## src/rtl/complex_mult_pkg.sv

```systemverilog
// Shared types and constants for the complex multiplier initiator slice.
package complex_mult_pkg;
    localparam int OUTSTANDING_W      = 4;
    localparam int DEFAULT_DATA_WIDTH = 8;

    typedef enum logic [1:0] {
        IDLE  = 2'd0,
        RUN   = 2'd1,
        FLUSH = 2'd2
    } state_t;

    typedef struct packed {
        logic [DEFAULT_DATA_WIDTH-1:0] op_1_re;
        logic [DEFAULT_DATA_WIDTH-1:0] op_1_im;
        logic [DEFAULT_DATA_WIDTH-1:0] op_2_re;
        logic [DEFAULT_DATA_WIDTH-1:0] op_2_im;
    } operand_set_t;
endpackage

```

## src/rtl/cplx_op_fifo.sv

```systemverilog
// Operand-set FIFO: registered storage, head visible combinationally, reads 0 when empty.
module cplx_op_fifo #(
    parameter int WIDTH = 32,
    parameter int DEPTH = 4
) (
    input  logic             clk,
    input  logic             rstn,
    input  logic             clr,
    input  logic             push,
    input  logic             pop,
    input  logic [WIDTH-1:0] wr_data,
    output logic [WIDTH-1:0] rd_data,
    output logic             full,
    output logic             empty
);
    localparam int PTR_W = $clog2(DEPTH);

    logic [WIDTH-1:0] mem [DEPTH];
    logic [PTR_W-1:0] wr_ptr;
    logic [PTR_W-1:0] rd_ptr;
    logic [PTR_W:0]   count;
    logic             do_push;
    logic             do_pop;

    // The extra count bit tells full from empty when the pointers meet.
    assign full    = (count == (PTR_W + 1)'(DEPTH));
    assign empty   = (count == '0);
    assign do_push = push && !full;
    assign do_pop  = pop && !empty;
    assign rd_data = empty ? '0 : mem[rd_ptr];

    always_ff @(posedge clk) begin
        if (!rstn || clr) begin
            wr_ptr <= '0;
            rd_ptr <= '0;
            count  <= '0;
        end else begin
            if (do_push) wr_ptr <= wr_ptr + 1'b1;
            if (do_pop)  rd_ptr <= rd_ptr + 1'b1;
            case ({do_push, do_pop})
                2'b10:   count <= count + 1'b1;
                2'b01:   count <= count - 1'b1;
                default: count <= count;
            endcase
        end
    end

    always_ff @(posedge clk) begin
        if (do_push) mem[wr_ptr] <= wr_data;
    end
endmodule

```

## src/rtl/complex_mult_initiator.sv

```systemverilog
// Buffers host operand sets, issues them to the complex multiplier and re-presents results.
// Optional watchdog output timeout_err is built when CPLX_INIT_TIMEOUT_EN is defined.
module complex_mult_initiator
    import complex_mult_pkg::*;
#(
    parameter int DATA_WIDTH      = DEFAULT_DATA_WIDTH,
    parameter int FIFO_DEPTH      = 4,
    parameter int MAX_OUTSTANDING = 2,
    parameter int TIMEOUT_CYCLES  = 64
) (
    input  logic                     clk,
    input  logic                     rstn,
    input  logic                     sw_rst,
    input  logic                     flush,
    input  logic                     in_val,
    output logic                     in_ready,
    input  logic [DATA_WIDTH-1:0]    in_op_1_re,
    input  logic [DATA_WIDTH-1:0]    in_op_1_im,
    input  logic [DATA_WIDTH-1:0]    in_op_2_re,
    input  logic [DATA_WIDTH-1:0]    in_op_2_im,
    output logic                     op_val,
    input  logic                     op_ready,
    output logic [DATA_WIDTH-1:0]    op_1_re,
    output logic [DATA_WIDTH-1:0]    op_1_im,
    output logic [DATA_WIDTH-1:0]    op_2_re,
    output logic [DATA_WIDTH-1:0]    op_2_im,
    input  logic                     res_val,
    output logic                     res_ready,
    input  logic [2*DATA_WIDTH-1:0]  result_re,
    input  logic [2*DATA_WIDTH-1:0]  result_im,
    output logic                     out_val,
    input  logic                     out_ready,
    output logic [2*DATA_WIDTH-1:0]  out_re,
    output logic [2*DATA_WIDTH-1:0]  out_im,
    output logic [OUTSTANDING_W-1:0] outstanding,
    output logic                     flush_done,
    output logic                     busy,
    output state_t                   fsm_state
`ifdef CPLX_INIT_TIMEOUT_EN
    ,
    output logic                     timeout_err
`endif
);
    // Handshakes: a transfer happens on the rising edge where valid && ready are both high;
    // valid never depends on ready, and payload holds while valid && !ready.

    // A bad parameter set keeps the initiator from ever issuing.
    localparam logic PARAMS_OK = (FIFO_DEPTH >= 2) && (MAX_OUTSTANDING >= 1) &&
                                 (MAX_OUTSTANDING <= 15) && (TIMEOUT_CYCLES >= 1);

    state_t                  state;
    state_t                  state_nxt;
    logic                    soft_rst;
    logic                    push;
    logic                    issue;
    logic                    cap_ok;
    logic                    flush_exit;
    logic                    full;
    logic                    empty;
    logic [4*DATA_WIDTH-1:0] head;

    assign soft_rst  = !rstn || sw_rst;
    assign in_ready  = !full && (state != FLUSH);
    assign push      = in_val && in_ready;
    assign op_val    = PARAMS_OK && !empty && (state != FLUSH) &&
                       (outstanding < OUTSTANDING_W'(MAX_OUTSTANDING));
    assign issue     = op_val && op_ready;
    assign res_ready = !out_val || out_ready;
    // A result with nothing outstanding is a protocol error and is dropped.
    assign cap_ok    = res_val && res_ready && (outstanding != '0);
    assign busy      = (state != IDLE);
    assign fsm_state = state;

    assign {op_1_re, op_1_im, op_2_re, op_2_im} = head;

    cplx_op_fifo #(
        .WIDTH (4 * DATA_WIDTH),
        .DEPTH (FIFO_DEPTH)
    ) u_fifo (
        .clk     (clk),
        .rstn    (rstn),
        .clr     (sw_rst || flush_exit),
        .push    (push),
        .pop     (issue),
        .wr_data ({in_op_1_re, in_op_1_im, in_op_2_re, in_op_2_im}),
        .rd_data (head),
        .full    (full),
        .empty   (empty)
    );

    always_comb begin
        state_nxt  = state;
        flush_exit = 1'b0;
        case (state)
            IDLE: begin
                if (flush)     state_nxt = FLUSH;
                else if (push) state_nxt = RUN;
            end
            RUN: begin
                if (flush)
                    state_nxt = FLUSH;
                else if (empty && !push && (outstanding == '0) && !out_val)
                    state_nxt = IDLE;
            end
            FLUSH: begin
                if ((outstanding == '0) && !out_val) begin
                    state_nxt  = IDLE;
                    flush_exit = 1'b1;
                end
            end
            default: state_nxt = IDLE;
        endcase
    end

    always_ff @(posedge clk) begin
        if (soft_rst) begin
            state       <= IDLE;
            outstanding <= '0;
            out_val     <= 1'b0;
            out_re      <= '0;
            out_im      <= '0;
            flush_done  <= 1'b0;
        end else begin
            state      <= state_nxt;
            flush_done <= flush_exit;
            if (cap_ok) begin
                out_val <= 1'b1;
                out_re  <= result_re;
                out_im  <= result_im;
            end else if (out_ready) begin
                out_val <= 1'b0;
            end
            case ({issue, cap_ok})
                2'b10:   outstanding <= outstanding + 1'b1;
                2'b01:   outstanding <= outstanding - 1'b1;
                default: outstanding <= outstanding;
            endcase
        end
    end

`ifdef CPLX_INIT_TIMEOUT_EN
    localparam int TO_W = $clog2(TIMEOUT_CYCLES + 1);

    logic [TO_W-1:0] wd_cnt;

    // Counts idle cycles while work is in flight; the error flag is sticky until reset.
    always_ff @(posedge clk) begin
        if (soft_rst) begin
            wd_cnt      <= '0;
            timeout_err <= 1'b0;
        end else if (cap_ok || (outstanding == '0)) begin
            wd_cnt <= '0;
        end else if (wd_cnt != TO_W'(TIMEOUT_CYCLES)) begin
            wd_cnt <= wd_cnt + 1'b1;
            if (wd_cnt == TO_W'(TIMEOUT_CYCLES - 1)) timeout_err <= 1'b1;
        end
    end
`endif
endmodule
```

## config.mk

```make
export PLATFORM = sky130hd
export DESIGN_NAME = complex_mult_initiator
export DESIGN_NICKNAME = d
export VERILOG_FILES = /design/src/rtl/complex_mult_pkg.sv /design/src/rtl/cplx_op_fifo.sv /design/src/rtl/complex_mult_initiator.sv
export SDC_FILE = /design/constraint.sdc
export NUM_CORES = 1
export LEC_CHECK = 0
export BUFFER_PORTS_ARGS = -buffer_cell sky130_fd_sc_hd__clkbuf_2
export CORE_ASPECT_RATIO = 0.6
export CORE_UTILIZATION = 54
export CTS_CLUSTER_SIZE = 20
export DETAILED_ROUTE_END_ITERATION = 10
export GPL_TIMING_DRIVEN = 0
export PLACE_DENSITY = 0.79
export SYNTH_ARGS = -nofsm -noshare
export SYNTH_HDL_FRONTEND = slang
export SYNTH_SLANG_ARGS = --single-unit
```

## constraint.sdc

```tcl
create_clock -name clk -period 3.1 [get_ports clk]
set_input_delay 0 -clock clk [delete_from_list [all_inputs] [get_ports clk]]
set_output_delay 0 -clock clk [all_outputs]
set_load 0.05 [all_outputs]
```

# After elaboration in Yosys (flattened, before gate mapping)
# Memories as Yosys holds them, arrays and structs flattened. A register that Yosys moved wholly into a read port is not among the register bits.
# Cells that the tools add are included.
[word_totals] inputBits=72 ram_bits=128 wordCells=76 reg_bits=47 output_inout_bits=76 mem_count=1
[op_classes] n_lt_le_gt_ge=1 n_addsub=6 eq_ne=11 mux=17 n_reduce_logical=31
[mem_list] memory="u_fifo.mem" depth=4 word_bits=32 rd=1 rd_clocked_by_memory_dff=1 write_ports=1 line="cplx_op_fifo.sv:18" source="logic [WIDTH-1:0] mem [DEPTH];"
[ops] cell="2-to-1 mux 32 bit" count=1
[ops] cell="2-to-1 mux 2 bit" count=7
[ops] cell="logical AND 1 bit" count=13
[ops] cell="case mux 4 bit (2 select lines)" count=1
[ops] cell="nonzero test 2 bit" count=4
[ops] cell="equality test 2 x 1 -> 1 bit, second input constant" count=3
[ops] cell="equality test 2 bit, second input constant" count=3
[ops] cell="2-to-1 mux 1 bit" count=6
[ops] cell="!= test 3 bit, second input constant" count=2
[ops] cell="case mux 2 bit (3 select lines)" count=1
[ops] cell="case mux 3 bit (2 select lines)" count=1
[ops] cell="logical NOT 1 bit" count=5
[ops] cell="adder 2 x 1 -> 2 bit, second input constant" count=2
[ops] cell="adder 4 x 1 -> 4 bit, second input constant" count=1
[ops] cell="logical NOT 4 bit" count=1
[ops] cell="logical OR 1 bit" count=4
[ops] cell="< comparator 4 x 2 -> 1 bit, second input constant" count=1
[ops] cell="!= test 2 bit, second input constant" count=2
[ops] cell="nonzero test 4 bit" count=1
[ops] cell="subtractor 4 x 1 -> 4 bit, second input constant" count=1
[ops] cell="adder 3 x 1 -> 3 bit, second input constant" count=1
[ops] cell="equality test 3 bit, second input constant" count=1
[ops] cell="logical NOT 3 bit" count=1
[ops] cell="AND reduction 3 bit" count=1
[ops] cell="other kinds (2)" count=2

# Logic depth before layout (Yosys ltp)
[depth] word_depth=11 ltp_mapped=12 depth_no_buf=11

# Hierarchy
# Synthesis repeated with hierarchy kept, for this count alone.
[hier_totals] cells_unflattened=453 hier_area_um2=7081.8
[by_module_without_submodules] mod="cplx_op_fifo" cells_per_inst=257 seq_area_each_um2=4023.9 area_per_inst_um2=5431.5 n_inst=1
[by_module_without_submodules] mod="complex_mult_initiator" cells_per_inst=196 seq_area_each_um2=800.8 area_per_inst_um2=1650.3 n_inst=1

# Least setup slack after synthesis
# No wires, ideal clock.
[synth_path] kind="reg2reg" startpoint="reg state[0], in the netlist fsm_state[0]" endpoint="mem u_fifo.mem[0][0], enable pin" t_arrival_ps=2640 slack_ps=68 required_ps=2708 stages_incl_launch_ff=4 setup_time_ps=392 period_less_slack_ps=3032 n_path_buf=0 cell_sequence="dfxtp_1 nor2b_4 a21oi_1 and3_1"
[synth_between] elab_chain_cells=6
[synth_rtl] item="start, declared" line="complex_mult_initiator.sv:51" source="state_t state;"
[synth_rtl] item="start signal, assigned" line="complex_mult_initiator.sv:124" source="state <= state_nxt;"
[synth_rtl] item="!= test 2 bit" line="complex_mult_initiator.sv:63" source="assign in_ready = !full && (state != FLUSH);"
[synth_rtl] item="logical AND 1 bit" line="complex_mult_initiator.sv:63"
[synth_rtl] item="via in_ready" line="complex_mult_initiator.sv:16" source="output logic in_ready,"
[synth_rtl] item="logical AND 1 bit" line="complex_mult_initiator.sv:64" source="assign push = in_val && in_ready;"
[synth_rtl] item="logical AND 1 bit" line="cplx_op_fifo.sv:28" source="assign do_push = push && !full;"
[synth_rtl] item="2-to-1 mux 1 bit" line="cplx_op_fifo.sv:49" source="if (do_push) mem[wr_ptr] <= wr_data;"
[synth_rtl] item="2-to-1 mux 1 bit (not written as such)" line="cplx_op_fifo.sv:49"
[synth_rtl] item="end, declared" line="cplx_op_fifo.sv:18"
# The timed path passes the listed nets, and every way through them passes these cells.

# Final worst setup path
[layout_path] startpoint="reg outstanding[0]" endpoint="reg outstanding[3]"
[layout_between] elab_cells_between_ends=11 cone_classes="2 x add/sub; 1 x order compare; 2 x eq/ne; 1 x mux; 5 x reduce/logical"
[layout_lines] item="start, declared" line="complex_mult_initiator.sv:35" source="output logic [OUTSTANDING_W-1:0] outstanding,"
[layout_lines] item="start signal, assigned" line="complex_mult_initiator.sv:134" source="2'b10: outstanding <= outstanding + 1'b1;"
[layout_lines] item="start signal, assigned" line="complex_mult_initiator.sv:135" source="2'b01: outstanding <= outstanding - 1'b1;"
[layout_lines] item="start signal, assigned" line="complex_mult_initiator.sv:136" source="default: outstanding <= outstanding;"
[layout_lines] item="nonzero test 4 bit *" line="complex_mult_initiator.sv:70" source="assign cap_ok = res_val && res_ready && (outstanding != '0);"
[layout_lines] item="logical AND 1 bit *" line="complex_mult_initiator.sv:70"
[layout_lines] item="via cap_ok" line="complex_mult_initiator.sv:56" source="logic cap_ok;"
[layout_lines] item="equality test 2 x 1 -> 1 bit / equality test 2 bit (equally long branches)" line="complex_mult_initiator.sv:133" source="case ({issue, cap_ok})"
[layout_lines] item="case mux 4 bit (2 select lines) / nonzero test 2 bit (equally long branches)"
# Mark *: on every way through the listed nets, which the timed path passes. The rest lies on a longest branch.
# A chain may end at the register's enable or synchronous reset.

==> flow_results.org <==
** Outcome
- Result of the run :: finished, final reports clean

** Clocking
- Post-CTS Setup Repair Bufs :: 0
- Total clock buffers created by CTS :: 17
- Number of buffers added to fix hold violations after cts :: 70
- H-tree levels :: 4
- Clock-pin slew was measured on the worst setup and hold paths at 0.06 ns.
- In this run, post-CTS repair resized a total of 0 instances.
- CTS Root Cell :: sky130_fd_sc_hd__clkbuf_16
- TritonCTS built the clock tree.
- Clock tree synthesis found a total of 177 sinks.
- Maximum number of buffers from clock root to sink :: 2
- At the later pin of the worst-skew pair, clock insertion delay measures between 0.4 and 0.5 ns.

** Die
- Core area :: 0.0123 mm^2
- Width of the die :: 148 um
- The initial utilization of the core area, before any placement, comes to 56.4%.
- The floorplan step defined a die boundary enclosing 0.0133 mm^2.
- 148 I/O pins were placed.
- In this run the vertical extent of the chip is 89.8 um.
- The floorplan has 31 rows.

** Critical path
- The slowest stage of the critical path belongs to the cell sky130_fd_sc_hd__o41ai_2.
- Worst setup EP type :: flip-flop
- Most Frequent Cell on Critical Path :: sky130_fd_sc_hd__ha_1
- Data on the critical path arrives at its endpoint at 3.02 ns.
- Capture instance of the worst register-to-register path :: outstanding[3]$_SDFFE_PP0P_
- Max incr delay on CP :: 0.42 ns
- Register-to-register setup slack :: 0.40 ns
- Data on the critical path is required at its endpoint by 3.43 ns.
- Worst R2R Start :: outstanding[0]$_SDFFE_PP0P_
- Top fanout value on the critical path :: 10
- Measured in cells, the most critical reg-to-reg path has a length of 11.
- Type of the worst setup path :: flip-flop to flip-flop
- STA classifies the critical path startpoint as a flip-flop.
- The critical path goes through o41ai_2 > nand2b_1 > buf_4 > inv_2 > buf_6 > ha_1 > ha_1 > a21oi_1 > a211oi_1 > o21ai_0 > o31ai_1.

** Hold path
- Number of instances on the worst hold path :: 4
- Hold worst-path end :: fsm_state[0]$_SDFFE_PP0P_
- Min-Delay Startpoint :: in_val
- The tightest min-delay check is of the input port to flip-flop type.

** Timing
- Final Skew :: 0.00719 ns
- After routing, the total negative slack on setup checks comes to 0 ns.
- Setup violations remaining at the end of the flow were counted as 0.
- Share of the cycle needed by the critical path after routing :: 87.0%
- At the pin with the least slew margin, the transition time is between 0.9 and 1 ns.
- RSZ-0062 raised after global routing :: false
- Final min period :: 2.70 ns
- The final-report max-slew violation count came to 0.
- Number of hold violations in the final report :: 0
- Measured against its own limit, the worst slew margin works out to between 30% and 40%.
- Timing would allow up to 371 MHz.

** Global routing
- Grt ovf :: 0
- The number of antenna violations at the first check in global routing is 0.
- The first global-routing pass estimated roughly 25 mm of wire.
- For this run, the total global-route usage over all layers was measured as between 20% and 30%.
- Vias in the first global route :: 5,008
- Largest net degree at the start of global routing :: 33

** Route
- Total via count after detailed routing :: ~4,700
- For this block, the routed nets add up to 15.8 mm of wire.
- DR vias/cell :: 5.44
- Sum of routed wire segments on met1 :: 7.01 mm
- Max Used Layer :: met4
- Number of routed nets with antenna violations :: 0
- In the final routed layout, each cell accounts on average for around 18 um.
- DRC violation count after routing :: 0
- DR WL met3 :: 767 um
- Count of routing violations after the opening detailed-route iteration :: about 240
- For this run, the detailed router's first-pass iteration total came to 5.
- Routed length on met2 :: 7.60 mm

** Placed design
- Input and output buffers added on the ports amount to around 150.
- Detailed placement finished with a half-perimeter wire length of approximately 10 mm.
- Placement-stage cell area :: 0.00788 mm^2
- Final RePlAce weighted congestion :: 0.812
- Placed cell count :: 764

** Synth
- Synth Flop Type :: sky130_fd_sc_hd__edfxtp_1
- Sorting the synthesized cells by area gives the leading types as sky130_fd_sc_hd__edfxtp_1 55%, sky130_fd_sc_hd__dfxtp_1 14%, sky130_fd_sc_hd__mux4_2 10%.
- In this run, synthesis produced a sequential element count of 177.
- Cells after synthesis :: approximately 450
- In this run the mean area of a mapped cell was 15.3 um^2.
- When the netlist entered floorplanning its net count stood at 534.
- Asr flop ratio synth :: 0%
- Yosys mapped a number of flops with a built-in enable equal to 128.
- Post-Synthesis Cell Area :: between 0.006 and 0.007 mm^2
- Library cell occupying the most area in the post-synthesis netlist :: sky130_fd_sc_hd__edfxtp_1
- The share of the Yosys chip area taken by registers is 69.6%.
- After synthesis, the largest area contributor takes up a little under three fifths of total cell area.
- The number of different library cells used by synthesis comes to 39.
- Yosys synthesis warning count :: 0

** Power
- Total power after layout :: ~5.3 mW
- For this design the static power due to leakage is ~3.4 nW.
- Dividing total power by cell area gives a power density of roughly 580 mW/mm^2.
- VDD sags by at most 0.458 mV.

** Finish
- The area growth from synthesis to layout is 32.7%.
- The net count of the finished layout is 770.
- Measured on the finished design, the core utilization comes to 74.8%.
- Number of standard cells in the layout, taps in and fillers out :: 866
- Most common cell after layout, fill and taps aside :: sky130_fd_sc_hd__clkbuf_2
- Leaving out fill and tap cells, the most frequent cells in the layout are 147 x sky130_fd_sc_hd__clkbuf_2, 128 x sky130_fd_sc_hd__edfxtp_1, 70 x sky130_fd_sc_hd__dlygate4sd3_1.
- The number of antenna diodes in the final layout is 0.
- Share of cells above drive strength 1 :: between 30% and 40%
- Final Cell Area :: 0.00920 mm^2

** Flow run
- Count of maximum capacitance violations :: 0
-- Yosys cell counts, types with 2 or more instances --
master and n:
sky130_fd_sc_hd__a21oi_1 35, sky130_fd_sc_hd__fa_1 2, sky130_fd_sc_hd__nand2_1 68, sky130_fd_sc_hd__nor2_1 14
sky130_fd_sc_hd__ha_1 8, sky130_fd_sc_hd__o21ai_0 3, sky130_fd_sc_hd__nand3_1 5, sky130_fd_sc_hd__edfxtp_1 128
sky130_fd_sc_hd__and2_1 32, sky130_fd_sc_hd__or3_1 2, sky130_fd_sc_hd__a21oi_2 5, sky130_fd_sc_hd__buf_6 6
sky130_fd_sc_hd__a311oi_1 2, sky130_fd_sc_hd__xor2_1 4, sky130_fd_sc_hd__and3_1 6, sky130_fd_sc_hd__dfxtp_1 49
sky130_fd_sc_hd__mux4_2 32, sky130_fd_sc_hd__inv_1 11, sky130_fd_sc_hd__buf_4 4, sky130_fd_sc_hd__buf_2 2
sky130_fd_sc_hd__clkbuf_1 9, sky130_fd_sc_hd__buf_1 3, sky130_fd_sc_hd__nand2b_1 5, sky130_fd_sc_hd__xnor2_1 2
-- per-layer routing --
| layer | vias up | track usage [%] |
|---|---|---|
| met1 | 2358 | 33.5 |
| met4 | 0 | 10.1 |
| met3 | 40 | 6.14 |
| met2 | 168 | 40.9 |
| li1 | 2142 | - |
| met5 | - | 0 |
-- cell families (layout without fill, tap and decap cells) --
kind of cell	after synthesis	in the layout	share of synthesized area, %
AOI/OAI and AO/OA	51	51	4.42
xor gates and xnor gates	6	6	0.758
adders and majority gates	10	10	2.02
buffers and inverters	36	285	2.85
DFF	177	177	69.6
muxes	33	33	10.5
and+or+nand+nor	139	139	9.79
-- where the power goes --
part | leakage, nW | internal [mW] | switching, mW
Combinational | 1.58 | 0.180 | 0.265
Sequential | 1.57 | 2.59 | 0.0161
Clock | 0.295 | 1.30 | 0.950
-- worst max-delay path: cells and delay by family, from the launching register on --
family	cells	cell delay, ns
AND/OR/NAND/NOR	1	0.17
flip-flops	1	0.37
AO/OA/AOI/OAI	5	1.03
adder cells (fa/ha/maj)	2	0.61
buffers and inverters	3	0.41
-- per-stage QoR --
| stage | hold slack [ns] | worst slack (ns) |
|---|---|---|
| 3_5_place_dp | 0.220 | 0.474 |
| 4_1_cts | 0.136 | 0.422 |
| 6_report | 0.145 | 0.404 |
| 3_3_place_gp | 0.202 | 0.481 |
| 2_1_floorplan | 0.0831 | 0.0681 |
| 5_1_grt | 0.176 | 0.214 |
-- sequential cells by signal, indices dropped and copies added, names as in the netlist, named ones only --
name	count
flush_done	1
fsm_state	2
out_im	16
out_re	16
out_val	1
outstanding	4
u_fifo.count	3
u_fifo.mem	128
u_fifo.rd_ptr	2
u_fifo.wr_ptr	2
-- worst max-delay path by stage --
stage | start | depth (start not counted) | slack (ns) | endpoint
2_1_floorplan | fsm_state[0]$_SDFFE_PP0P_ | 3 | 0.07 | u_fifo.mem[0][0]$_DFFE_PP_
3_5_place_dp | outstanding[0]$_SDFFE_PP0P_ | 11 | 0.47 | outstanding[3]$_SDFFE_PP0P_
3_3_place_gp | fsm_state[1]$_SDFFE_PP0P_ | 3 | 0.48 | u_fifo.mem[1][11]$_DFFE_PP_
4_1_cts | outstanding[0]$_SDFFE_PP0P_ | 11 | 0.42 | outstanding[3]$_SDFFE_PP0P_
6_report | outstanding[0]$_SDFFE_PP0P_ | 11 | 0.40 | outstanding[3]$_SDFFE_PP0P_
5_1_grt | outstanding[0]$_SDFFE_PP0P_ | 11 | 0.21 | outstanding[3]$_SDFFE_PP0P_
-- layout make-up --
type | count | area [um^2]
Sequential cell | 177 | 4820
Clock buffer | 18 | 429
Buffer | 24 | 153
Timing Repair Buffer | 217 | 1440
Multi-Input combinational cell | 239 | 1910
Fill cell | 744 | 3100
Tap cell | 165 | 206
Inverter | 12 | 45.0
Clock inverter | 14 | 193
No activity file was read; power rests on OpenSTA's default activity.
